--- src/rtl/score_bcd_counter.sv ---
// Saturating multi-digit BCD game score with high-score register and new-record flag.
// Optional LEAD_BLANK_EN: leading zero digits on both output buses render as 4'hA (dash).
module score_bcd_counter #(
  parameter int unsigned DIGITS = 2
) (
  input  logic                  clk,
  input  logic                  rst,
  input  logic                  hit,
  input  logic                  miss,
  input  logic                  clear,
  input  logic                  enable,
  output logic [4*DIGITS-1:0]   score_bcd,
  output logic [4*DIGITS-1:0]   hiscore_bcd,
  output logic                  new_record
);

  localparam int unsigned W = 4 * DIGITS;

  logic [W-1:0] score_q;
  logic [W-1:0] hiscore_q;
  logic         new_record_q;
  logic         hit_q;
  logic         miss_q;
  logic         en_q;

  logic         hit_ev;
  logic         miss_ev;
  logic         end_ev;

  logic [W-1:0] score_inc;
  logic [W-1:0] score_dec;
  logic         all_nines;
  logic         is_zero;
  logic         carry;
  logic         borrow;
  logic [3:0]   dig;

  assign hit_ev  = hit & ~hit_q;
  assign miss_ev = miss & ~miss_q;
  assign end_ev  = en_q & ~enable;

  // Per-digit ripple increment/decrement plus saturation/floor detection.
  always_comb begin
    score_inc = score_q;
    score_dec = score_q;
    carry     = 1'b1;
    borrow    = 1'b1;
    all_nines = 1'b1;
    is_zero   = 1'b1;
    dig       = 4'd0;
    for (int i = 0; i < int'(DIGITS); i++) begin
      dig = score_q[4*i +: 4];
      if (dig != 4'd9) all_nines = 1'b0;
      if (dig != 4'd0) is_zero = 1'b0;
      if (carry) begin
        if (dig == 4'd9) begin
          score_inc[4*i +: 4] = 4'd0;
        end else begin
          score_inc[4*i +: 4] = 4'(dig + 4'd1);
          carry = 1'b0;
        end
      end
      if (borrow) begin
        if (dig == 4'd0) begin
          score_dec[4*i +: 4] = 4'd9;
        end else begin
          score_dec[4*i +: 4] = 4'(dig - 4'd1);
          borrow = 1'b0;
        end
      end
    end
  end

  // Event edge registers, score, high score and record flag.
  always_ff @(posedge clk) begin
    if (rst) begin
      hit_q        <= 1'b0;
      miss_q       <= 1'b0;
      en_q         <= 1'b0;
      score_q      <= '0;
      hiscore_q    <= '0;
      new_record_q <= 1'b0;
    end else begin
      hit_q  <= hit;
      miss_q <= miss;
      en_q   <= enable;
      if (clear) begin
        score_q      <= '0;
        new_record_q <= 1'b0;
      end else if (end_ev) begin
        // Packed BCD compares correctly as an unsigned binary number.
        if (score_q > hiscore_q) begin
          hiscore_q    <= score_q;
          new_record_q <= 1'b1;
        end else begin
          new_record_q <= 1'b0;
        end
      end else if (enable) begin
        if (hit_ev && !miss_ev && !all_nines) begin
          score_q <= score_inc;
        end else if (miss_ev && !hit_ev && !is_zero) begin
          score_q <= score_dec;
        end
      end
    end
  end

  assign new_record = new_record_q;

`ifdef LEAD_BLANK_EN
  // Replace leading zero digits with a dash code; digit 0 always shows.
  function automatic logic [W-1:0] lead_blank(input logic [W-1:0] v);
    logic [W-1:0] r;
    logic         lead;
    r    = v;
    lead = 1'b1;
    for (int i = int'(DIGITS) - 1; i >= 1; i--) begin
      if (lead && (v[4*i +: 4] == 4'd0)) begin
        r[4*i +: 4] = 4'hA;
      end else begin
        lead = 1'b0;
      end
    end
    return r;
  endfunction

  assign score_bcd   = lead_blank(score_q);
  assign hiscore_bcd = lead_blank(hiscore_q);
`else
  assign score_bcd   = score_q;
  assign hiscore_bcd = hiscore_q;
`endif

endmodule

--- config.mk ---
export PLATFORM = sky130hd
export DESIGN_NAME = score_bcd_counter
export DESIGN_NICKNAME = d
export VERILOG_FILES = /design/src/rtl/score_bcd_counter.sv
export SDC_FILE = /design/constraint.sdc
export NUM_CORES = 1
export LEC_CHECK = 0
export BUFFER_PORTS_ARGS = -buffer_cell sky130_fd_sc_hd__buf_4
export CAP_MARGIN = 20
export CORE_ASPECT_RATIO = 1.4
export CORE_MARGIN = 2
export CORE_UTILIZATION = 47
export DETAILED_ROUTE_END_ITERATION = 10
export PLACE_DENSITY = 0.71
export REMOVE_ABC_BUFFERS = 1
export SLEW_MARGIN = 20
export SYNTH_ARGS = -nofsm -noshare
export SYNTH_HDL_FRONTEND = slang
export SYNTH_SLANG_ARGS = --single-unit
export TNS_END_PERCENT = 30
--- constraint.sdc ---
create_clock -name clk -period 3.9 [get_ports clk]
set_input_delay 0.585 -clock clk [delete_from_list [all_inputs] [get_ports clk]]
set_output_delay 0.585 -clock clk [all_outputs]
set_load 0.005 [all_outputs]
# --- After elaboration in Yosys (flattened, before gate mapping) ---
# Index checks and enable logic that the tools add are counted.
classes:
  n_addsub: 4
  magnitude_cmp: 1
  n_eq_ne: 5
  mux: 15
  bitwise_logic: 8
  n_reduce_logical: 18
op_table:
  columns: ["cell", "count"]
  rows:
  - ["$mux W4", 6]
  - ["$mux W8", 2]
  - ["$add A4 B1 Y4 const B", 2]
  - ["$eq A4 B4 Y1 const B", 2]
  - ["$gt A8 B8 Y1", 1]
  - ["$logic_not A4 Y1", 2]
  - ["$ne A4 B4 Y1 const B", 2]
  - ["$reduce_bool A4 Y1", 2]
  - ["$sub A4 B1 Y4 const B", 2]
  - ["$mux W1", 7]
  - ["$reduce_and A3 Y1", 2]
  - ["$not A1 Y1", 5]
  - ["$reduce_and A5 Y1", 1]
  - ["$logic_and A1 B1 Y1", 4]
  - ["$logic_not A1 Y1", 4]
  - ["$reduce_bool A2 Y1", 2]
  - ["$and A1 B1 Y1", 3]
  - ["$ne A2 B2 Y1 const B", 1]
  - ["$reduce_or A2 Y1", 1]
totals:
  ff_bits: 20
  input_bits: 6
  output_inout_bits: 17
  wordCells: 58

# --- Longest topological paths before layout ---
# Gate-level depths: netlist of run 1.
logic_depth:
  word_depth: 7
  ltp_mapped: 8

# --- Worst setup path after synthesis of run 1 ---
# Ideal clock, no wire load.
synth_path:
  path_kind: "register to register"
  from: "reg score_q[0], in the netlist score_bcd[0]"
  to: "reg hiscore_q[1], in the netlist hiscore_bcd[1]"
  arrival_ns: 2.046
  slack_ns: 1.782
  stages_incl_launch_ff: 9
  n_path_buf: 1
  synth_period_minus_slack_ns: 2.118
  cell_sequence: "dfxtp_1 clkbuf_1 inv_1 ha_1 nand2_1 nor3_1 a2111o_1 nor2_2 mux2i_1"
synth_via:
  elab_chain_len: 2
synth_lines:
  columns: ["item", "line", "source"]
  rows:
  - ["start, declared", "19", "logic [W-1:0] score_q;"]
  - ["start signal, assigned", "100", "score_q <= score_inc;"]
  - ["start signal, assigned", "102", "score_q <= score_dec;"]
  - ["$gt A8 B8 Y1", "92", "if (score_q > hiscore_q) begin"]
  - ["$reduce_and A3 Y1 (no line)", null, null]
  - ["end signal, assigned", "93", "hiscore_q <= score_q;"]
  - ["end, declared", "20", "logic [W-1:0] hiscore_q;"]
# Every way passes these cells.
# A chain may end at the register's enable or synchronous reset.

# --- Worst setup path in the final report of run 1 ---
layout_path:
  from: "reg score_q[0], in the netlist score_bcd[0]"
  to: "reg hiscore_q[5], in the netlist hiscore_bcd[5]"
# Same word-level chain as after synthesis.

==> results.py, run 1 <==
metrics = {
    "status": {
        "outcome": "finished, final reports clean",
    },
    "setup_path": {
        "r2r-end": "hiscore_bcd[5]",
        "ff2ff_path_depth": 7,
        "r2r_setup_slack_ps": 1660,
        "criticalPathCategory": "reg2reg",
        "r2r-start": "score_bcd[0]",
        "crit_path_max_fanout": 13,
        "end_kind": "flop",
        "start_kind": "flop",
        "arrival_ps": 2420,
        "cp.required_ps": 4080,
    },
    "floorplan": {
        "std_cell_rows": 23,
        "fp.dieH_um": 67.7,
        "dieWidth_um": 49.5,
        "ios": 23,
        "start_util_pct": 48.3,
        "die_area_um2": 3350,
        "coreArea_um2": 2820,
    },
    "sta": {
        "hold_viol_final": 0,
        "setup_viol": 0,
        "fin_crit_sh_pct": 57.4,
        "relSlewSlack_pct": 67.4,
        "layout_min_cycle_time_ps": 2240,
        "max_freq_mhz": 446,
        "finalMaxSlewViolations": 0,
        "fin_tns_setup_ps": 0,
        "rsz0062_at_grt": "no",
        "fin_skew_ps": 3.98,
        "tightest_slew_ps": 488,
    },
    "layout": {
        "num_antenna_cells": 0,
        "final_cell_mix": "buf_4, dfxtp_1, nor2_1",
        "final_common_cell": "buf_4",
        "drive_gt1_share_pct": 20.1,
        "fin_util_pct": 55.7,
        "areaGrowthSynthToFinish_pct": 15.3,
        "nNetsFinal": 195,
    },
    "job": {
        "drv_cap": 0,
    },
    "yosys": {
        "synth_top_cell_by_area": "dfxtp_1",
        "ys_seq_area_share_pct": 29.4,
        "synth_top_cell_area_share_pct": 29.4,
        "postSynthCellCount": 163,
        "syn_area_um2": 1360,
        "ys.flop_type": "dfxtp_1",
        "syn_avg_cell_area_um2": 8.35,
        "synth-seq-cells": 20,
        "synth_area_leaders": "dfxtp_1, ha_1, nand2b_1",
        "synth_edf_count": 0,
        "synth.distinct_cells": 45,
        "synth.yosys.warnings": 0,
        "synthArstFlopShare_pct": 0,
    },
    "clock_tree": {
        "clock_latency_ps": 250,
        "post_cts_buffers": 0,
        "htree_levels": 1,
        "clk_pin_slew_ps": 70,
        "numCtsBuffers": 3,
        "tritoncts": "built",
        "cts_buffer_depth": 2,
        "cts.root.buffer_cell": "clkbuf_8",
        "ctsResizeCount": 0,
        "ctsHoldBuffers": 0,
        "cts_sinks": 20,
    },
    "global_route": {
        "grt_usage_pct": 20.7,
        "grt_overflow_total": 0,
        "grt_pass1_vias": 1165,
        "antenna_found_initial": 0,
        "grt_max_degree": 22,
        "grt_pass1_wl_mm": 5.29,
    },
    "min_path": {
        "min_from": "new_record",
        "whs_endpoint": "new_record",
        "hold_depth": 2,
        "holdCritPathClass": "reg2reg",
    },
    "power": {
        "pwr-share-seq_pct": 54.4,
        "p_switching_uw": 91.5,
        "clockPowerShare_pct": 34.7,
        "power.internal_uw": 293,
        "switching_share_pct": 23.8,
        "combPwrFrac_pct": 11.0,
        "leakagePower_nw": 0.606,
        "vdd_drop_max_mv": 0.183,
        "power_density_nw_per_um2": 245,
    },
    "routing": {
        "drc": 0,
        "num_vias": 1212,
        "drtPass1Iterations": 4,
        "drt_iter0_drc": 39,
        "wire_per_inst_um": 14.3,
        "antenna_left": 0,
        "vias_per_cell": 5.61,
        "drt_wl_total_mm": 3.09,
    },
    "place": {
        "port-buffer-count": 22,
        "gp_congestion": 0.822,
        "dp_hpwl_mm": 2.36,
    },
}
-- sequential cells by signal (all words and copies together) (netlist names) --
register	count
new_record	1
hit_q	1
score_bcd	8
miss_q	1
hiscore_bcd	8
en_q	1
-- metrics by stage --
step                worst slack, ps  instances  hold WS (ps)  instance area [µm²]  power [mW]
floorplan                      1910        154           453                 1320       0.241
detailed placement             1660        213           452                 1530       0.256
global placement               1760        213           447                 1530       0.255
finish                         1660        216           458                 1570       0.385
CTS                            1640        216           463                 1570       0.390
global route                   1450        216           473                 1570       0.402
-- power groups by stage --
| stage | clock (mW) | sequential (mW) | combinational [mW] |
|---|---|---|---|
| final | 0.133 | 0.209 | 0.0421 |
| after global routing | 0.146 | 0.210 | 0.0466 |
| after detailed placement | 0 | 0.214 | 0.0421 |
| after floorplan | 0 | 0.213 | 0.0273 |
| after CTS | 0.139 | 0.209 | 0.0422 |
| after global placement | 0 | 0.214 | 0.0411 |
-- cells in the mapped netlist, types with 2 or more instances --
| master | count |
|---|---|
| a31o_2 | 3 |
| nor4_2 | 2 |
| a21o_1 | 4 |
| and3_1 | 2 |
| nor2_1 | 14 |
| nand2b_1 | 13 |
| o21ai_0 | 7 |
| inv_1 | 10 |
| nor2b_1 | 5 |
| dfxtp_1 | 20 |
| mux2i_1 | 7 |
| xnor2_1 | 2 |
| clkbuf_1 | 6 |
| ha_1 | 8 |
| o41ai_1 | 2 |
| or2b_1 | 2 |
| a21oi_1 | 11 |
| o22ai_1 | 2 |
| nand3_1 | 4 |
| nand2_1 | 9 |
| a311oi_1 | 3 |
| nor3_1 | 4 |
-- cell type report --
type,instances,area [µm²]
clock buffers,3,41.3
fillers,300,1250
inverters,10,37.5
multi-input cells,124,880
flip-flops and latches,20,400
well taps,37,46.3
repair buffers,22,165
-- cell families after synthesis --
| family | count (synthesis) | synth area share [%] |
|---|---|---|
| and+or+nand+nor | 61 | 25.1 |
| AOI/OAI and AO/OA | 44 | 24.3 |
| DFF | 20 | 29.4 |
| buffers and inverters | 19 | 5.97 |
| muxes | 8 | 5.97 |
| adders and majority gates | 8 | 7.35 |
| xor gates and xnor gates | 3 | 1.93 |
-- worst max-delay path, cell delays in order (launching register included) --
cell,delay (ps)
dfxtp_1,580
inv_1,150
ha_1,320
nand2_1,60
nor3_1,60
a2111o_1,430
nor2_2,330
mux2i_1,230
-- how the worst max path moves through the flow --
stage	slack, ps	cells after the start	start	end
final	1660	7	score_bcd[0]	hiscore_bcd[5]
after global routing	1450	7	score_bcd[0]	hiscore_bcd[1]
after CTS	1640	7	score_bcd[0]	hiscore_bcd[5]
after detailed placement	1660	7	score_bcd[0]	hiscore_bcd[5]
after global placement	1760	7	score_bcd[0]	hiscore_bcd[1]
after floorplan	1910	7	score_bcd[0]	hiscore_bcd[1]
-- layer usage --
metal / wire length [µm] / global-route usage, % / vias to the layer above
li1: - / - / 621
met2: 1650 / 39.2 / 23
met3: 86 / 2.21 / 4
met5: 0 / 0 / -
met4: 31 / 7.99 / 0
met1: 1320 / 23.8 / 564
(Power assumes the default switching activity.)
==> inputs of run 2 (changes only) <==
==> constraint.sdc (replaced) <==
create_clock -name clk -period 2.1 [get_ports clk]
set_input_delay 0.315 -clock clk [delete_from_list [all_inputs] [get_ports clk]]
set_output_delay 0.315 -clock clk [all_outputs]
set_load 0.005 [all_outputs]
==> results.py, run 2 (synthesized netlist as in run 1, its figures left out) <==
metrics = {
    "global_route": {
        "antenna_found_initial": 0,
        "grt_overflow_total": 0,
        "grt_pass1_wl_mm": 5.40,
        "grt_max_degree": 22,
        "grt_usage_pct": 21.2,
        "grt_pass1_vias": 1282,
    },
    "sta": {
        "whs_ps": 283,
        "fin_tns_setup_ps": 0,
        "max_freq_mhz": 516,
        "rsz0062_at_grt": "no",
        "finalMaxSlewViolations": 0,
        "fin_ws_ps": 164,
        "layout_min_cycle_time_ps": 1940,
        "fin_crit_sh_pct": 92.2,
        "tightest_slew_ps": 517,
        "hold_viol_final": 0,
        "fin_skew_ps": 3.07,
        "relSlewSlack_pct": 65.2,
        "setup_viol": 0,
    },
    "layout": {
        "drive_gt1_share_pct": 23.5,
        "fin_util_pct": 58.0,
        "final_cell_mix": "buf_4, dfxtp_1, nor2_1",
        "areaGrowthSynthToFinish_pct": 20.1,
        "fillers": 279,
        "nNetsFinal": 203,
        "num_antenna_cells": 0,
        "final_common_cell": "buf_4",
    },
    "clock_tree": {
        "numCtsBuffers": 3,
        "cts_buffer_depth": 2,
        "cts_sinks": 20,
        "htree_levels": 1,
        "post_cts_buffers": 0,
        "cts.root.buffer_cell": "clkbuf_8",
        "ctsHoldBuffers": 0,
        "clock_latency_ps": 250,
        "clk_pin_slew_ps": 70,
        "tritoncts": "built",
    },
    "place": {
        "place_ws_ps": 70.5,
        "port-buffer-count": 22,
        "gp_congestion": 0.945,
        "dp_hpwl_mm": 2.55,
    },
    "power": {
        "pwr-share-seq_pct": 53.4,
        "p_switching_uw": 174,
        "switching_share_pct": 24.2,
        "power_density_nw_per_um2": 441,
        "clockPowerShare_pct": 34.9,
        "power.internal_uw": 546,
        "leakagePower_nw": 0.650,
        "combPwrFrac_pct": 11.7,
        "vdd_drop_max_mv": 0.315,
    },
    "floorplan": {
        "ios": 23,
        "start_util_pct": 48.3,
        "std_cell_rows": 23,
        "coreArea_um2": 2820,
        "fp.dieH_um": 67.7,
        "dieWidth_um": 49.5,
        "die_area_um2": 3350,
    },
    "setup_path": {
        "end_kind": "flop",
        "cp.required_ps": 2290,
        "criticalPathCategory": "reg2reg",
        "crit_path_max_fanout": 6,
        "arrival_ps": 2120,
        "start_kind": "flop",
    },
    "routing": {
        "antenna_left": 0,
        "drtPass1Iterations": 4,
        "drt_wl_total_mm": 3.31,
        "drc": 0,
        "vias_per_cell": 5.81,
        "wire_per_inst_um": 14.8,
        "drt_iter0_drc": 33,
        "num_vias": 1302,
    },
    "status": {
        "outcome": "finished, final reports clean",
    },
    "job": {
        "drv_cap": 0,
    },
    "min_path": {
        "holdCritPathClass": "in2reg",
    },
}
## run 2: worst max-delay path, cell delays in order (launching register included)
cell and delay [ps]:
dfxtp_1 370, inv_1 60, ha_1 290, a21o_1 110, a21oi_1 100, a2111o_1 500
nor2_4 230, mux2i_1 210
## run 2: final cells by class
class | count | area (µm²) | area share [%]
repair buffers | 30 | 225 | 13.8
clock buffers | 3 | 41.3 | 2.52
well taps | 37 | 46.3 | 2.83
flip-flops and latches | 20 | 400 | 24.5
multi-input cells | 124 | 885 | 54.1
inverters | 10 | 37.5 | 2.30
## run 2: routing by layer
| metal | up-vias | share of wire (%) | GRT usage, % |
|---|---|---|---|
| met4 | 0 | 2.3 | 12.5 |
| met1 | 618 | 41 | 21.7 |
| met5 | - | 0 | 0 |
| li1 | 640 | - | - |
| met2 | 34 | 54 | 41.6 |
| met3 | 10 | 2.9 | 2.21 |
## run 2: through the flow
step | total power [mW] | cell area (µm²) | std cells
final | 0.721 | 1640 | 224
after global routing | 0.741 | 1640 | 224
after CTS | 0.721 | 1630 | 224
after detailed placement | 0.477 | 1590 | 221
after global placement | 0.475 | 1590 | 221
after floorplan | 0.447 | 1320 | 154
## run 2: power by group through the flow
stage          registers, mW  clock network, mW  logic, mW
3_3_place_gp           0.394                  0     0.0813
3_5_place_dp           0.394                  0     0.0834
6_report               0.385              0.251     0.0842
2_1_floorplan          0.396                  0     0.0507
5_1_grt                0.386              0.264     0.0918
4_1_cts                0.385              0.252     0.0837
## run 2: worst paths after layout
path                            slack (ps)  cells past startpoint              to           start
worst max-delay path                   160                      7  hiscore_bcd[4]  hiscore_bcd[6]
worst min-delay path                   280                      2  hiscore_bcd[0]           clear
worst max register to register         160                      7  hiscore_bcd[4]  hiscore_bcd[6]
worst min register to register         470                      2      new_record      new_record
## run 2: repair_timing
action	in CTS	in global routing
resized for setup	0	1
endpoints found under the hold margin	0	0
setup endpoints to repair	0	6
